File: src/rtl/reg_file_wr_demux_pkg.sv
// Shared widths and constants for the CPU register file and its write demux.
package reg_file_wr_demux_pkg;

  localparam int unsigned REG_DATA_W = 16;
  localparam int unsigned REG_ADDR_W = 4;
  localparam int unsigned NUM_REGS   = 2 ** REG_ADDR_W;
  localparam int unsigned R0         = 0;

  typedef logic [REG_DATA_W-1:0] reg_word_t;

endpackage

File: src/rtl/reg_file_wr_demux_demux.sv
// 1-to-N write demultiplexer: turns a write request into a one-hot register enable.
module write_demux_1toN #(
  parameter int unsigned ADDR_W   = 4,
  parameter int unsigned NUM_REGS = 2 ** ADDR_W
) (
  input  logic                wr_en,
  input  logic [ADDR_W-1:0]   wr_addr,
  output logic [NUM_REGS-1:0] enable
);

  always_comb begin
    enable = '0;
    if (wr_en) begin
      enable[wr_addr] = 1'b1;
    end
  end

endmodule

File: src/rtl/reg_file_wr_demux.sv
// CPU register file: one demuxed write port, two combinational read ports with
// optional same-cycle write forwarding and an optional hardwired-zero R0.
module reg_file_wr_demux
  import reg_file_wr_demux_pkg::*;
#(
  parameter int unsigned DATA_W   = REG_DATA_W,
  parameter int unsigned ADDR_W   = REG_ADDR_W,
  parameter bit          ZERO_REG = 1'b1,
  parameter bit          BYPASS   = 1'b1
) (
  input  logic              clk,
  input  logic              rst_n,
  input  logic              wr_en,
  input  logic [ADDR_W-1:0] wr_addr,
  input  logic [DATA_W-1:0] wr_data,
  input  logic [ADDR_W-1:0] rd_addr1,
  input  logic [ADDR_W-1:0] rd_addr2,
  output logic [DATA_W-1:0] rd_data1,
  output logic [DATA_W-1:0] rd_data2,
  output logic              wr_err
);

  localparam int unsigned       N_REGS  = 2 ** ADDR_W;
  localparam logic [ADDR_W-1:0] ADDR_R0 = ADDR_W'(R0);

  logic [N_REGS-1:0] w_reg_en;
  logic [DATA_W-1:0] w_regs [N_REGS];
  logic [DATA_W-1:0] w_rd_data1;
  logic [DATA_W-1:0] w_rd_data2;
  logic              w_byp1;
  logic              w_byp2;
  logic              w_r0_write;
  logic              r_wr_err;

  write_demux_1toN #(
    .ADDR_W   (ADDR_W),
    .NUM_REGS (N_REGS)
  ) u_demux (
    .wr_en   (wr_en),
    .wr_addr (wr_addr),
    .enable  (w_reg_en)
  );

  // Register array; a hardwired R0 never loads, so it stays at its reset value.
  for (genvar gi = 0; gi < int'(N_REGS); gi++) begin : g_reg
    localparam bit IS_ZERO = ZERO_REG && (gi == 0);
    logic [DATA_W-1:0] r_q;

    always_ff @(posedge clk or negedge rst_n) begin
      if (!rst_n) begin
        r_q <= '0;
      end else if (w_reg_en[gi] && !IS_ZERO) begin
        r_q <= wr_data;
      end
    end

    assign w_regs[gi] = r_q;
  end

  // Forwarding is gated by rst_n so reads stay 0 throughout reset.
  assign w_byp1 = BYPASS && rst_n && wr_en && (wr_addr == rd_addr1);
  assign w_byp2 = BYPASS && rst_n && wr_en && (wr_addr == rd_addr2);

  always_comb begin
    w_rd_data1 = w_regs[rd_addr1];
    if (w_byp1) begin
      w_rd_data1 = wr_data;
    end
    if (ZERO_REG && (rd_addr1 == ADDR_R0)) begin
      w_rd_data1 = '0;
    end
  end

  always_comb begin
    w_rd_data2 = w_regs[rd_addr2];
    if (w_byp2) begin
      w_rd_data2 = wr_data;
    end
    if (ZERO_REG && (rd_addr2 == ADDR_R0)) begin
      w_rd_data2 = '0;
    end
  end

  assign w_r0_write = ZERO_REG && wr_en && (wr_addr == ADDR_R0);

  always_ff @(posedge clk or negedge rst_n) begin
    if (!rst_n) begin
      r_wr_err <= 1'b0;
    end else begin
      r_wr_err <= w_r0_write;
    end
  end

  assign rd_data1 = w_rd_data1;
  assign rd_data2 = w_rd_data2;
  assign wr_err   = r_wr_err;

endmodule

File: config.mk
export PLATFORM = sky130hd
export DESIGN_NAME = reg_file_wr_demux
export DESIGN_NICKNAME = d
export VERILOG_FILES = /design/src/rtl/reg_file_wr_demux_pkg.sv /design/src/rtl/reg_file_wr_demux_demux.sv /design/src/rtl/reg_file_wr_demux.sv
export SDC_FILE = /design/constraint.sdc
export NUM_CORES = 1
export LEC_CHECK = 0
export ABC_AREA = 1
export CORE_MARGIN = 10
export CORE_UTILIZATION = 50
export CTS_CLUSTER_SIZE = 8
export DETAILED_ROUTE_END_ITERATION = 6
export PLACE_DENSITY = 0.7
export SKIP_CTS_REPAIR_TIMING = 1
export SYNTH_ARGS = -nofsm -noshare
export SYNTH_HDL_FRONTEND = slang
export SYNTH_HIERARCHICAL = 1
export SYNTH_SLANG_ARGS = --single-unit
File: constraint.sdc
create_clock -name clk -period 2.9 [get_ports clk]
set_input_delay 0.435 -clock clk [delete_from_list [all_inputs] [get_ports clk]]
set_output_delay 0.435 -clock clk [all_outputs]
set_load 0.03 [all_outputs]
==> impl_metrics.csv <==
group,metric,value,unit
clocking,root_buffer,"clkbuf_16",
floorplan,fp-row-count,62,
detailed_routing,wl_per_cell,20.0,µm
timing,finalSetupTns,0,ns
clocking,htreeDepth,2,
timing,hold_viol_final,0,
setup_path,slowest_delay,0.68,ns
floorplan,die-area,36000,µm²
setup_path,cp_top_family,"buffers and inverters",
setup_path,path_common_cell,"nor2_1",
yosys,syn_area_per_cell,6.99,µm²
final_layout,fin_nets,2139,
floorplan,die_x,190,µm
detailed_routing,drc,0,
detailed_routing,routed_wl,50000,µm
clocking,clock_path_buffers,3,
global_routing,grt_pass1_vias,13600,
power_and_ir_drop,leakagePower,8.28,nW
setup_path,cp.required,2.47,ns
detailed_routing,drt_iter0_markers,1572,
setup_path,worstPathCellList,"clkdlybuf4s50_1 > inv_2 > nor2_1 > buf_12 > nand2_1 > nand3_1 > nor2_1 > nor2_1 > buf_12",
placed_design,portBuffers,63,
setup_path,crit_type,"in -> out",
clocking,tritoncts,"built",
placed_design,gp_congestion,0.948,
yosys,syn_area,14400,µm²
run_status,run_status,"completed",
floorplan,initial_core_util,0.505,
timing,max_freq,354,MHz
timing,fin_crit,2.83,ns
placed_design,dp_slack,0.00279,ns
detailed_routing,first_pass_iters,6,
global_routing,antenna_found_initial,2,
final_layout,areaGrowthSynthToFinish,15.8,%
setup_path,worst-path-max-fanout,16,
yosys,syn-num-nets,2093,
final_layout,drive_above_1_share,0.147,
timing,slew_headroom,0.437,
setup_path,cp_num_buf_inv,4,
hold_path,hold_path_class,"in -> async",
clocking,clkSinkCount,241,
global_routing,grt_pass1_wl,78400,µm
floorplan,io_pins,64,
global_routing,grt_util_all_layers,0.275,
power_and_ir_drop,powerDensity,676,nW/µm²
yosys,yosysWarningCount,38,
yosys,netlist_instances,2062,
timing,finalCritPeriodShare,0.975,
setup_path,cpMaxStageDelayCell,"clkdlybuf4s50_1",
placed_design,dpl.hpwl,33500,µm
detailed_routing,via_per_inst,5.69,
setup_path,critPathLaunchType,"primary input",
global_routing,grt_max_degree,144,
setup_path,critPathCaptureType,"primary output",
detailed_routing,num_vias,14200,
run,maxCapViolations,0,
timing,rsz0062_at_grt,"no",
clocking,clk_latency,0.50,ns
timing,drv_slew,0,
timing,fin_worst_skew,0,ns
floorplan,die_h,190,µm
floorplan,core,28500,µm²
timing,tightest_slew,0.845,ns
clocking,cts_buffers,36,
setup_path,cp_data_arrival_time,2.39,ns
global_routing,grt_overflow,0,
clocking,clk_pin_slew,0.05,ns
power_and_ir_drop,ir_worst_vdd,0.485,mV
timing,layout_setup_ws,0.0712,ns
timing,setup_viol,0,
detailed_routing,ant_nets,0,
path summary, 6_finish.rpt:
path / from / to / slack (ns) / depth (start not counted)
worst max-delay path: rd_addr1[2] / rd_data1[8] / 0.07 / 9
worst min-delay path: rst_n / wr_err / 0.07 / 2
worst max register to register: g_reg[10].r_q[10] / g_reg[10].r_q[10] / 2.07 / 1
worst min register to register: g_reg[12].r_q[10] / g_reg[12].r_q[10] / 0.53 / 1
max in group asynchronous: rst_n / g_reg[3].r_q[11] / 1.56 / 3
min in group clk: g_reg[12].r_q[10] / g_reg[12].r_q[10] / 0.53 / 1
flip-flops by register name, indices dropped and copies added (netlist names):
register,flops
wr_err,1
g.r_q,240
layer usage:
| metal | wire (µm) | GRT usage | vias to the layer above |
|---|---|---|---|
| met5 | 14 | 0 | - |
| met1 | 20600 | 0.365 | 6644 |
| met3 | 5570 | 0.0659 | 164 |
| met4 | 1820 | 0.110 | 2 |
| li1 | - | - | 6586 |
| met2 | 22000 | 0.424 | 789 |
cell usage in the layout, fill, tap and decap left out:
cell and instances:
buf_12 17, buf_4 107, clkdlybuf4s50_1 25, nand3_1 197
nand3_2 2, bufinv_16 1, clkbuf_1 1, clkbuf_16 37
buf_8 1, nor2_1 144, diode_2 1, inv_2 6
nor4_1 1, xnor2_1 2, dlymetal6s2s_1 1, nor2_2 14
buf_2 2, nand2_1 847, mux2_2 123, o21ai_1 37
a21oi_1 32, clkbuf_8 1, inv_1 127, o21ai_0 144
dfrtp_1 241
stage by stage:
stage / utilization / hold WS [ns] / total power, W / cells / cell area (µm²)
final: 0.585 / 0.0650 / 0.0113 / 2495 / 16700
after CTS: 0.585 / 0.0930 / 0.0113 / 2494 / 16700
after global routing: 0.585 / 0.122 / 0.0119 / 2495 / 16700
after floorplan: - / 0.139 / 0.00646 / 2062 / 14400
after global placement: 0.551 / 0.505 / 0.00740 / 2454 / 15700
after detailed placement: 0.551 / 0.516 / 0.00750 / 2454 / 15700
layout make-up:
class,instances,area [µm²]
fillers,2721,11800
flip-flops and latches,241,6030
clock inverters,1,30.0
multi-input cells,1543,7290
diodes,1,2.50
clock buffers,39,943
well taps,384,480
inverters,133,499
repair buffers,153,1430
report_power, final:
group / leakage (nW) / switching (W) / total (W) / internal, W
clock network: 0.478 / 0.00144 / 0.00379 / 0.00235
logic: 4.89 / 0.00182 / 0.00293 / 0.00111
registers: 2.92 / 0.000416 / 0.00458 / 0.00416
total: 8.28 / 0.00368 / 0.0113 / 0.00762
(Power assumes the default switching activity.)
